==> config.mk <==
export PLATFORM = sky130hd
export DESIGN_NAME = muldiv_seq_unit
export DESIGN_NICKNAME = d
export VERILOG_FILES = /design/src/rtl/muldiv_seq_unit.sv
export SDC_FILE = /design/constraint.sdc
export NUM_CORES = 1
export LEC_CHECK = 0
export BUFFER_PORTS_ARGS = -buffer_cell sky130_fd_sc_hd__buf_2
export CAP_MARGIN = 20
export CELL_PAD_IN_SITES_DETAIL_PLACEMENT = 1
export CELL_PAD_IN_SITES_GLOBAL_PLACEMENT = 1
export CORE_MARGIN = 5
export CORE_UTILIZATION = 40
export CTS_CLUSTER_SIZE = 40
export DETAILED_ROUTE_END_ITERATION = 6
export GPL_TIMING_DRIVEN = 1
export PLACE_DENSITY_LB_ADDON = 0.1
export SLEW_MARGIN = 25
export SYNTH_ARGS = -nofsm -noshare
export SYNTH_HDL_FRONTEND = slang
export SYNTH_SLANG_ARGS = --single-unit
==> constraint.sdc <==
create_clock -name clk -period 3.7 [get_ports clk]
set_clock_uncertainty 0.2 [all_clocks]
set_input_delay 0.74 -clock clk [delete_from_list [all_inputs] [get_ports clk]]
set_output_delay 0.74 -clock clk [all_outputs]
set_load 0.02 [all_outputs]
==> src/rtl/muldiv_seq_unit.sv <==
// Multi-cycle multiply / divide / shift unit for the execute stage.
// MUL and DIV iterate one bit per cycle (shift-add and restoring divide)
// on operand magnitudes, then fix up signs in a final cycle. Shifts,
// divide-by-zero and illegal opcodes complete in a single short cycle.
module muldiv_seq_unit #(
  parameter int WIDTH = 16,
  parameter int CNT_W = $clog2(WIDTH) + 1
) (
  input  logic             clk,
  input  logic             rst,
  input  logic             start,
  input  logic [2:0]       op,
  input  logic             signed_md,
  input  logic [WIDTH-1:0] a,
  input  logic [WIDTH-1:0] b,
  output logic             busy,
  output logic             done,
  output logic [WIDTH-1:0] result_lo,
  output logic [WIDTH-1:0] result_hi,
  output logic             div_by_zero
);

  localparam int SH_W = $clog2(WIDTH);

  localparam logic [2:0] OP_MUL = 3'b000;
  localparam logic [2:0] OP_DIV = 3'b001;
  localparam logic [2:0] OP_SHL = 3'b010;
  localparam logic [2:0] OP_SHR = 3'b011;
  localparam logic [2:0] OP_SAR = 3'b100;

  localparam logic [WIDTH-1:0] W_LIMIT  = WIDTH'(WIDTH);
  localparam logic [CNT_W-1:0] CNT_LAST = CNT_W'(WIDTH - 1);

  typedef enum logic [1:0] {
    S_IDLE  = 2'd0,
    S_RUN   = 2'd1,
    S_FIX   = 2'd2,
    S_SHORT = 2'd3
  } state_t;

  // Two's-complement negate when en is set, pass-through otherwise.
  function automatic logic [WIDTH-1:0] neg_w(input logic [WIDTH-1:0] v, input logic en);
    logic [WIDTH-1:0] r;
    if (en) begin
      r = ~v + WIDTH'(1);
    end else begin
      r = v;
    end
    return r;
  endfunction

  // Double-width conditional negate for the full product.
  function automatic logic [2*WIDTH-1:0] neg_2w(input logic [2*WIDTH-1:0] v, input logic en);
    logic [2*WIDTH-1:0] r;
    if (en) begin
      r = ~v + (2*WIDTH)'(1);
    end else begin
      r = v;
    end
    return r;
  endfunction

  state_t             state_r;
  logic [2:0]         op_r;
  logic [WIDTH-1:0]   opnd_r;    // MUL: |a|, DIV: |b|, shifts: raw b
  logic [WIDTH-1:0]   acc_hi_r;  // MUL: partial product high, DIV: remainder
  logic [WIDTH-1:0]   acc_lo_r;  // MUL: multiplier/product low, DIV: dividend/quotient, shifts: raw a
  logic               neg_q_r;
  logic               neg_r_r;
  logic [CNT_W-1:0]   cnt_r;

  logic               a_neg_s;
  logic               b_neg_s;
  logic [WIDTH-1:0]   a_mag_s;
  logic [WIDTH-1:0]   b_mag_s;
  logic               is_md_s;
  logic               b_zero_s;
  logic [WIDTH:0]     mul_sum_s;
  logic [WIDTH:0]     div_shift_s;
  logic [WIDTH:0]     div_diff_s;
  logic               div_ge_s;
  logic [WIDTH-1:0]   step_hi_s;
  logic [WIDTH-1:0]   step_lo_s;
  logic [2*WIDTH-1:0] prod_s;
  logic [WIDTH-1:0]   fix_lo_s;
  logic [WIDTH-1:0]   fix_hi_s;
  logic [SH_W-1:0]    shamt_s;
  logic               in_range_s;
  logic [WIDTH-1:0]   short_lo_s;
  logic [WIDTH-1:0]   short_hi_s;
  logic               short_dbz_s;

  // Operand decode at the start edge: magnitudes for signed MUL/DIV.
  always_comb begin
    a_neg_s  = signed_md & a[WIDTH-1];
    b_neg_s  = signed_md & b[WIDTH-1];
    a_mag_s  = neg_w(a, a_neg_s);
    b_mag_s  = neg_w(b, b_neg_s);
    is_md_s  = (op == OP_MUL) || (op == OP_DIV);
    b_zero_s = (b == {WIDTH{1'b0}});
  end

  // One iteration of shift-add multiply or restoring divide.
  always_comb begin
    mul_sum_s   = {1'b0, acc_hi_r} + (acc_lo_r[0] ? {1'b0, opnd_r} : {(WIDTH+1){1'b0}});
    div_shift_s = {acc_hi_r, acc_lo_r[WIDTH-1]};
    div_diff_s  = div_shift_s - {1'b0, opnd_r};
    div_ge_s    = (div_shift_s >= {1'b0, opnd_r});
    if (op_r == OP_MUL) begin
      step_hi_s = mul_sum_s[WIDTH:1];
      step_lo_s = {mul_sum_s[0], acc_lo_r[WIDTH-1:1]};
    end else begin
      step_hi_s = div_ge_s ? div_diff_s[WIDTH-1:0] : div_shift_s[WIDTH-1:0];
      step_lo_s = {acc_lo_r[WIDTH-2:0], div_ge_s};
    end
  end

  // Final sign correction; remainder takes the sign of the dividend.
  always_comb begin
    prod_s = neg_2w({acc_hi_r, acc_lo_r}, neg_q_r);
    if (op_r == OP_MUL) begin
      fix_lo_s = prod_s[WIDTH-1:0];
      fix_hi_s = prod_s[2*WIDTH-1:WIDTH];
    end else begin
      fix_lo_s = neg_w(acc_lo_r, neg_q_r);
      fix_hi_s = neg_w(acc_hi_r, neg_r_r);
    end
  end

  // Single-cycle results: shifts, divide by zero, illegal opcodes.
  always_comb begin
    shamt_s     = opnd_r[SH_W-1:0];
    in_range_s  = (opnd_r < W_LIMIT);
    short_lo_s  = {WIDTH{1'b0}};
    short_hi_s  = {WIDTH{1'b0}};
    short_dbz_s = 1'b0;
    case (op_r)
      OP_SHL: begin
        if (in_range_s) begin
          short_lo_s = acc_lo_r << shamt_s;
        end else begin
          short_lo_s = {WIDTH{1'b0}};
        end
      end
      OP_SHR: begin
        if (in_range_s) begin
          short_lo_s = acc_lo_r >> shamt_s;
        end else begin
          short_lo_s = {WIDTH{1'b0}};
        end
      end
      OP_SAR: begin
        if (in_range_s) begin
          short_lo_s = $unsigned($signed(acc_lo_r) >>> shamt_s);
        end else begin
          short_lo_s = {WIDTH{acc_lo_r[WIDTH-1]}};
        end
      end
      OP_DIV: begin
        short_lo_s  = {WIDTH{1'b1}};
        short_hi_s  = acc_lo_r;
        short_dbz_s = 1'b1;
      end
      default: begin
        short_lo_s  = {WIDTH{1'b0}};
        short_hi_s  = {WIDTH{1'b0}};
        short_dbz_s = 1'b0;
      end
    endcase
  end

  // Control FSM with registered handshake and result outputs.
  always_ff @(posedge clk or posedge rst) begin
    if (rst) begin
      state_r     <= S_IDLE;
      op_r        <= 3'b000;
      opnd_r      <= {WIDTH{1'b0}};
      acc_hi_r    <= {WIDTH{1'b0}};
      acc_lo_r    <= {WIDTH{1'b0}};
      neg_q_r     <= 1'b0;
      neg_r_r     <= 1'b0;
      cnt_r       <= {CNT_W{1'b0}};
      busy        <= 1'b0;
      done        <= 1'b0;
      div_by_zero <= 1'b0;
      result_lo   <= {WIDTH{1'b0}};
      result_hi   <= {WIDTH{1'b0}};
    end else begin
      case (state_r)
        S_IDLE: begin
          done        <= 1'b0;
          div_by_zero <= 1'b0;
          if (start) begin
            op_r     <= op;
            busy     <= 1'b1;
            cnt_r    <= {CNT_W{1'b0}};
            acc_hi_r <= {WIDTH{1'b0}};
            if (is_md_s && !((op == OP_DIV) && b_zero_s)) begin
              state_r <= S_RUN;
              neg_q_r <= a_neg_s ^ b_neg_s;
              neg_r_r <= a_neg_s;
              if (op == OP_MUL) begin
                opnd_r   <= a_mag_s;
                acc_lo_r <= b_mag_s;
              end else begin
                opnd_r   <= b_mag_s;
                acc_lo_r <= a_mag_s;
              end
            end else begin
              state_r  <= S_SHORT;
              neg_q_r  <= 1'b0;
              neg_r_r  <= 1'b0;
              opnd_r   <= b;
              acc_lo_r <= a;
            end
          end else begin
            state_r <= S_IDLE;
          end
        end
        S_RUN: begin
          acc_hi_r <= step_hi_s;
          acc_lo_r <= step_lo_s;
          cnt_r    <= cnt_r + CNT_W'(1);
          if (cnt_r == CNT_LAST) begin
            state_r <= S_FIX;
          end else begin
            state_r <= S_RUN;
          end
        end
        S_FIX: begin
          result_lo <= fix_lo_s;
          result_hi <= fix_hi_s;
          done      <= 1'b1;
          busy      <= 1'b0;
          state_r   <= S_IDLE;
        end
        S_SHORT: begin
          result_lo   <= short_lo_s;
          result_hi   <= short_hi_s;
          div_by_zero <= short_dbz_s;
          done        <= 1'b1;
          busy        <= 1'b0;
          state_r     <= S_IDLE;
        end
        default: begin
          state_r     <= S_IDLE;
          busy        <= 1'b0;
          done        <= 1'b0;
          div_by_zero <= 1'b0;
        end
      endcase
    end
  end

endmodule
==> impl_metrics.json, run 1 <==
{
  "avgSynthCellArea_um2": 7.67,
  "cts_tree": "built",
  "synthToLayoutAreaGrowth_pct": 13.0,
  "drt-initial-drc-count": 685,
  "grt.total_usage_pct": 28.5,
  "arrival_ns": 3.53,
  "post_cts_buffers": 0,
  "grt_start_max_net_pins": 59,
  "cts_buffer_depth": 2,
  "synth_top_flop_cell": "dfrtp_1",
  "post_drt_via_cell_ratio": 6.17,
  "crit_chain": "nand2_1 -> inv_1 -> ha_1 -> inv_1 -> fa_1 -> nand2b_1 -> a21oi_1 -> o221ai_1 -> o21ai_0 -> a2111oi_0 -> a311oi_1 -> a2bb2oi_1 -> o21ai_0",
  "post_route_cells_drive_above_1_share_pct": 15.2,
  "root_buffer": "clkbuf_16",
  "cp-startpoint": "acc_lo_r[0]$_DFFE_PP0P_",
  "critPathKind": "reg2reg",
  "cts.hold.buffers_added": 0,
  "syn_area_mm2": 0.00944,
  "drt_first_pass_iters": 5,
  "synth_seq_area_share_pct": 25.2,
  "via_count": 9966,
  "finalSetupTns_ns": 0,
  "port_buffers": 73,
  "syn-num-nets": 1315,
  "cp_slowest_cell": "o21ai_0",
  "synth_top_cell_by_area": "dfrtp_1",
  "period_minus_slack_ns": 3.49,
  "yosys.cell_types.count": 72,
  "gr-total-overflow": 0,
  "dp_hpwl_mm": 28.9,
  "grtUsageMet3_pct": 3.58,
  "worstHoldPathType": "in2async",
  "place_ws_ns": 0.170,
  "drv_cap": 0,
  "clkSinkCount": 95,
  "outcome": "finished clean",
  "gr-usage-met2_pct": 48.3,
  "rsz0062_at_grt": "false",
  "reg2reg_to": "acc_hi_r[13]$_DFFE_PP0P_",
  "synth.ff_latch_count": 95,
  "startpoint_type": "register",
  "setup_viol": 0,
  "use_met1_pct": 38.3,
  "synth_top_area_share_pct": 25.2,
  "antenna_found_initial": 0,
  "top_usage_layer": "met2",
  "synthArstFlopShare_pct": 100,
  "ios": 74,
  "gp_congestion": 0.978,
  "fmax_mhz": 286,
  "ir_drop_mv": 0.262,
  "path_max_fanout": 4,
  "ff2ff_path_depth": 13,
  "wirelength_mm": 38.1,
  "start_util_pct": 40.4,
  "die_y_um": 164,
  "total_power_mw": 9.55,
  "r2r-start": "acc_lo_r[0]$_DFFE_PP0P_",
  "p_leak_nw": 4.51,
  "synth.cells.most_frequent": "a21oi_1, nor2_1, nand2_1, o21ai_0, dfrtp_1",
  "r2r_slack_ns": 0.21,
  "cts_buffers": 9,
  "period_share_pct": 94.4,
  "clk_latency_ns": 0.37,
  "drc": 0,
  "ctsResizeCount": 0,
  "syn_inst": 1230,
  "fin_util_pct": 45.7,
  "slew_violations": 0,
  "die_x_um": 164,
  "worst_pin_slew_ns": 0.968,
  "clk_pin_slew_ns": 0.08,
  "grt_pass1_vias": 10100,
  "grt_pass1_wl_mm": 59.1,
  "power_density_mw_per_mm2": 896,
  "critical-path-max-stage-delay_ns": 0.48,
  "critical_path_required_ns": 3.74,
  "die_area_mm2": 0.0268,
  "hold_viol_final": 0,
  "endpoint": "acc_hi_r[13]$_DFFE_PP0P_",
  "htree_levels": 3,
  "synth_edf_count": 0,
  "setup_ws_ns": 0.209,
  "ant_nets": 0,
  "relSlewSlack_pct": 35.5,
  "synth_warnings": 0,
  "netlist_top_cells_area": "dfrtp_1, a21oi_1, ha_1",
  "yosysMostFrequentCell": "a21oi_1",
  "n_antenna_cell": 0,
  "fp-row-count": 56,
  "routedWlPerCell_um": 23.6,
  "core_region_area_mm2": 0.0233,
  "fin_nets": 1376,
  "critPathCaptureType": "register"
}
worst min path at each step:
stage / from / depth (start not counted) / end
after global placement: result_lo[0]$_DFFE_PP0N_ / 1 / result_lo[0]$_DFFE_PP0N_
final: rst / 2 / result_hi[10]$_DFFE_PP0N_
after global routing: rst / 2 / result_hi[10]$_DFFE_PP0N_
after floorplan: neg_r_r$_DFFE_PP0P_ / 2 / neg_r_r$_DFFE_PP0P_
after CTS: rst / 2 / result_hi[10]$_DFFE_PP0N_
after detailed placement: result_lo[0]$_DFFE_PP0N_ / 1 / result_lo[0]$_DFFE_PP0N_
cells in the final DEF, fill, tap and decap left out, types with 13 or more instances in the layout:
cell	count
inv_1	42
a22oi_1	26
o211ai_1	13
dfrtp_1	95
a31oi_1	13
a211oi_1	28
buf_4	65
nor4_1	14
a21oi_1	134
nand3_1	30
o22ai_1	13
mux4_2	14
o21ai_0	106
ha_1	44
nor2_1	124
buf_2	73
xor2_1	36
nand2_1	108
nor3_1	28
mux2i_1	31
nand2b_1	14
xnor2_1	44
state kept, by name, summed over array words and instances (netlist names):
signal,cells
acc_hi_r,16
acc_lo_r,16
opnd_r,16
result_hi,16
result_lo,16
cnt_r,5
op_r,3
state_r,2
busy,1
div_by_zero,1
done,1
neg_q_r,1
neg_r_r,1
kinds of logic after synthesis:
group / count (synthesis) / synth area share (%)
flip-flops: 95 / 25.2
buffers and inverters: 135 / 5.49
AND/OR/NAND/NOR: 382 / 18.9
AO/OA/AOI/OAI: 439 / 29.2
adder cells (fa/ha/maj): 46 / 6.26
XOR/XNOR: 80 / 7.43
multiplexers: 53 / 7.58
layout make-up:
class	count	area [µm²]
fill	2939	12700
timing repair buffer	139	873
multi-input combinational	1000	6550
sequential	95	2380
tap	319	399
clock inverter	7	63.8
inverter	46	175
clock buffer	9	225
report_power, final:
group          leakage, nW  internal (mW)  switching (mW)
combinational         3.18           2.49            4.10
clock                0.136          0.474           0.515
sequential            1.20           1.46           0.510
routing by layer:
layer | part of all wire (%) | up-vias | wire (µm)
met5 | 0 | - | 0
met3 | 4.4 | 48 | 1670
met4 | 2.4 | 0 | 900
met2 | 48 | 257 | 18400
li1 | - | 4646 | -
met1 | 45 | 5015 | 17200
through the flow:
stage,std cells,hold WS (ns),area (µm²)
2_1_floorplan,1230,0.271,9440
3_3_place_gp,1599,0.271,10400
3_5_place_dp,1599,0.275,10400
4_1_cts,1615,0.226,10700
5_1_grt,1615,0.245,10700
6_report,1615,0.204,10700
critical path: cells and delay by family (launching register included):
family | cells | cell delay [ns]
compound gates | 7 | 1.77
fa+ha+maj | 2 | 0.56
flops | 1 | 0.40
simple gates | 2 | 0.30
buf+inv | 2 | 0.13
Note: power is estimated with default switching activity, not from simulation.
==> run 2, diff against run 1 <==
- clock period: 3.7 -> 3.73 ns (I/O delays scaled with it)
==> run 2 against run 1 <==
Compared with the run above:
- final cell count down 0.19%
- sequential power about the same
- first-iteration DRC count up 15%
- utilization about the same
- maximum frequency up 3.5%
- critical path type unchanged
- largest cell class unchanged
- highest routed layer unchanged
==> impl_metrics.json, run 2 (same netlist as run 1, synthesis figures left out) <==
{
  "outcome": "finished clean",
  "critPathBufInv": 2,
  "ir_drop_mv": 0.343,
  "port_buffers": 73,
  "drt-initial-drc-count": 791,
  "gp_congestion": 0.915,
  "gr-total-overflow": 0,
  "startpoint_type": "register",
  "clk_latency_ns": 0.37,
  "clk_pin_slew_ns": 0.08,
  "wirelength_mm": 38.1,
  "drv_cap": 0,
  "total_power_mw": 9.47,
  "fin_area_mm2": 0.0107,
  "core_region_area_mm2": 0.0233,
  "worst_pin_slew_ns": 0.945,
  "fmax_mhz": 297,
  "relSlewSlack_pct": 36.8,
  "cp_top_family": "compound AO/OA/AOI/OAI gates",
  "r2r-start": "acc_lo_r[0]$_DFFE_PP0P_",
  "dpl_cell_area_mm2": 0.0104,
  "crit_chain": "nand2_1 -> inv_1 -> ha_1 -> inv_1 -> fa_1 -> nand2b_1 -> a21oi_1 -> o221ai_1 -> o21ai_1 -> a2111oi_0 -> a311oi_1 -> a2bb2oi_1 -> o21ai_0",
  "path_max_fanout": 5,
  "ant_nets": 0,
  "setup_ws_ns": 0.357,
  "slew_violations": 0,
  "critPathKind": "reg2reg",
  "r2r_slack_ns": 0.36,
  "grt.total_usage_pct": 28.4,
  "place_ws_ns": 0.248,
  "period_share_pct": 90.4,
  "fin_nets": 1373,
  "cp-startpoint": "acc_lo_r[0]$_DFFE_PP0P_",
  "die_y_um": 164,
  "critical_path_required_ns": 3.77,
  "arrival_ns": 3.42,
  "cts.hold.buffers_added": 0,
  "fin_util_pct": 45.7,
  "layout_commonest_cell": "a21oi_1",
  "fp-row-count": 56,
  "synthToLayoutAreaGrowth_pct": 13.0,
  "power_density_mw_per_mm2": 888,
  "final_cell_count_no_fill": 1612,
  "start_util_pct": 40.4,
  "layout_common_cells": "a21oi_1, nor2_1, nand2_1",
  "grt_pass1_vias": 10300,
  "cts_buffer_depth": 2,
  "routedWlPerCell_um": 23.7,
  "cp_common_cell": "inv_1",
  "post_route_cells_drive_above_1_share_pct": 15.0,
  "place_inst": 1596,
  "die_x_um": 164,
  "root_buffer": "clkbuf_16",
  "period_minus_slack_ns": 3.37,
  "finalSetupTns_ns": 0,
  "antenna_found_initial": 0,
  "rsz0062_at_grt": "false",
  "cts_buffers": 9,
  "dp_hpwl_mm": 28.9,
  "clkSinkCount": 95,
  "grt_start_max_net_pins": 52,
  "ios": 74,
  "critical-path-max-stage-delay_ns": 0.41,
  "hold_viol_final": 0,
  "cts_tree": "built",
  "n_antenna_cell": 0,
  "critPathCaptureType": "register",
  "hold_slack_ns": 0.281,
  "p_leak_nw": 4.50,
  "drt_first_pass_iters": 5,
  "grt_pass1_wl_mm": 59.3,
  "post_drt_via_cell_ratio": 6.27,
  "worstHoldPathType": "in2async",
  "via_count": 10100,
  "setup_viol": 0,
  "drc": 0,
  "cp_slowest_cell": "dfrtp_1",
  "htree_levels": 3,
  "die_area_mm2": 0.0268
}
-- run 2: what timing repair did --
item	4_1_cts	5_1_grt
buffers inserted	0	0
endpoints found under the setup margin	0	1
resized for setup	0	1
-- run 2: per-layer routing --
layer,share of wire [%],global-route usage (%),up-vias,routed length (µm)
met4,3.4,10.5,0,1300
li1,-,-,4643,-
met1,44,38.2,5041,16700
met3,5.6,4.24,80,2150
met2,47,46.4,348,18000
met5,0,0,-,0
-- run 2: worst paths after layout --
check                                      endpoint  cells after the start
setup / recovery           acc_hi_r[13]$_DFFE_PP0P_                     13
hold / removal             result_hi[6]$_DFFE_PP0N_                      2
setup reg to reg           acc_hi_r[13]$_DFFE_PP0P_                     13
hold reg to reg            result_lo[0]$_DFFE_PP0N_                      1
max in group asynchronous  acc_lo_r[15]$_DFFE_PP0P_                      3
min in group clk           result_lo[0]$_DFFE_PP0N_                      1
-- run 2: cell type report --
type                    instances  area, µm²
fillers                      2972      12700
multi-input cells            1000       6550
flip-flops and latches         95       2380
repair buffers                136        863
well taps                     319        399
clock buffers                   9        225
inverters                      46        175
clock inverters                 7       68.8
-- run 2: where the power goes --
part / leakage [nW] / internal [mW] / switching (mW)
clock: 0.137 / 0.469 / 0.501
sequential: 1.20 / 1.45 / 0.550
combinational: 3.17 / 2.46 / 4.04
total: 4.50 / 4.38 / 5.09
==> run 3, diff against run 2 <==
- CORE_UTILIZATION: 40 -> 46
==> run 3 against run 2 <==
Compared with the run above:
- critical endpoint is now acc_hi_r[15]$_DFFE_PP0P_
- design area decreased by 0.81%
- setup slack got worse by 0.021 ns
- global-route usage increased by 2.5 points
- clock-buffer cell count unchanged
- highest routed layer unchanged
- non-clock buffer count decreased by 7
- utilization up 6.6 points
- maximum frequency shrank 0.61%
- routed wire length decreased by 2.2%
- die area is 12% lower
==> impl_metrics.json, run 3 (same netlist as run 1, synthesis figures left out) <==
{
  "setup_ws_ns": 0.337,
  "arrival_ns": 3.47,
  "synthToLayoutAreaGrowth_pct": 12.1,
  "place_ws_ns": 0.243,
  "fp-row-count": 52,
  "grt_pass1_wl_mm": 58.4,
  "clkSinkCount": 95,
  "total_power_mw": 9.50,
  "fmax_mhz": 295,
  "ios": 74,
  "r2r-start": "acc_hi_r[0]$_DFFE_PP0P_",
  "critPathCaptureType": "register",
  "p_leak_nw": 4.49,
  "ctsResizeCount": 0,
  "drc": 0,
  "fin_util_pct": 52.3,
  "clk_latency_ns": 0.37,
  "startpoint_type": "register",
  "endpoint": "acc_hi_r[15]$_DFFE_PP0P_",
  "layout_common_cells": "a21oi_1, nor2_1, nand2_1",
  "ir_drop_mv": 0.373,
  "drv_cap": 0,
  "start_util_pct": 46.6,
  "drt-initial-drc-count": 701,
  "post_route_cells_drive_above_1_share_pct": 14.7,
  "grt.total_usage_pct": 30.9,
  "die_x_um": 153,
  "root_buffer": "clkbuf_16",
  "cts_tree": "built",
  "post_drt_via_cell_ratio": 6.58,
  "finalSetupTns_ns": 0,
  "outcome": "finished clean",
  "htree_levels": 3,
  "final_cell_count_no_fill": 1556,
  "port_buffers": 73,
  "worstHoldPathType": "in2async",
  "antenna_found_initial": 1,
  "place_inst": 1540,
  "cts.hold.buffers_added": 0,
  "wirelength_mm": 37.3,
  "period_minus_slack_ns": 3.39,
  "cp-startpoint": "acc_hi_r[0]$_DFFE_PP0P_",
  "ant_nets": 0,
  "period_share_pct": 91.0,
  "layout_commonest_cell": "a21oi_1",
  "power_density_mw_per_mm2": 898,
  "post_cts_buffers": 0,
  "ff2ff_path_depth": 12,
  "slew_violations": 0,
  "cts_buffers": 9,
  "critical_path_required_ns": 3.81,
  "relSlewSlack_pct": 40.1,
  "clk_pin_slew_ns": 0.08,
  "gp_congestion": 0.947,
  "cts_buffer_depth": 2,
  "drt_first_pass_iters": 5,
  "core_region_area_mm2": 0.0202,
  "hold_viol_final": 0,
  "r2r_slack_ns": 0.34,
  "critPathKind": "reg2reg",
  "path_max_fanout": 9,
  "n_fill_cell": 2555,
  "n_antenna_cell": 0,
  "dp_hpwl_mm": 28.1,
  "reg2reg_to": "acc_hi_r[15]$_DFFE_PP0P_",
  "grt_pass1_vias": 10300,
  "setup_viol": 0,
  "worst_pin_slew_ns": 0.898,
  "die_y_um": 153,
  "rsz0062_at_grt": "false",
  "grt_start_max_net_pins": 52,
  "gr-total-overflow": 0,
  "routedWlPerCell_um": 24.0,
  "via_count": 10200,
  "die_area_mm2": 0.0235,
  "fin_nets": 1366
}
## run 3: worst max-delay path: stages, from the launching register on
cell,delay [ns]
dfrtp_1,0.55
ha_1,0.27
inv_1,0.07
fa_1,0.38
nand2b_1,0.20
a21oi_1,0.28
o221ai_1,0.29
o21ai_0,0.32
buf_4,0.18
nand2_1,0.05
a31oi_1,0.18
o311ai_0,0.15
o21ai_0,0.19
## run 3: worst min path at each step
| stage | from | endpoint | depth (start not counted) |
|---|---|---|---|
| final | rst | result_hi[4]$_DFFE_PP0N_ | 2 |
| after global routing | result_lo[0]$_DFFE_PP0N_ | result_lo[0]$_DFFE_PP0N_ | 1 |
| after CTS | result_lo[0]$_DFFE_PP0N_ | result_lo[0]$_DFFE_PP0N_ | 1 |
| after detailed placement | result_lo[0]$_DFFE_PP0N_ | result_lo[0]$_DFFE_PP0N_ | 1 |
| after global placement | result_lo[0]$_DFFE_PP0N_ | result_lo[0]$_DFFE_PP0N_ | 1 |
| after floorplan | neg_r_r$_DFFE_PP0P_ | neg_r_r$_DFFE_PP0P_ | 2 |
## run 3: stage by stage
step | cell area (µm²) | hold slack (ns)
2_1_floorplan | 9440 | 0.271
3_3_place_gp | 10200 | 0.276
3_5_place_dp | 10200 | 0.288
4_1_cts | 10600 | 0.309
5_1_grt | 10600 | 0.324
6_report | 10600 | 0.305
## run 3: report_power, final
part / internal [mW] / switching (mW)
logic: 2.42 / 4.07
registers: 1.45 / 0.501
clock network: 0.590 / 0.468
total: 4.46 / 5.04
## run 3: layout make-up
type                    count  area [µm²]  share of cell area (%)
multi-input cells        1000        6570                    62.1
flip-flops and latches     95        2380                    22.5
repair buffers            129         798                    7.55
clock buffers               9         225                    2.13
inverters                  46         175                    1.66
well taps                 270         338                    3.19
clock inverters             7        95.1                   0.899
## run 3: per-layer routing
metal  wire [µm]  share of wire (%)  track usage (%)  vias to the layer above
li1            -                  -                -                     4635
met2       18000                 48             52.3                      370
met3        2100                5.6             4.01                       75
met5           0                  0                0                        -
met4         921                2.5             8.40                        0
met1       16300                 44             41.6                     5160
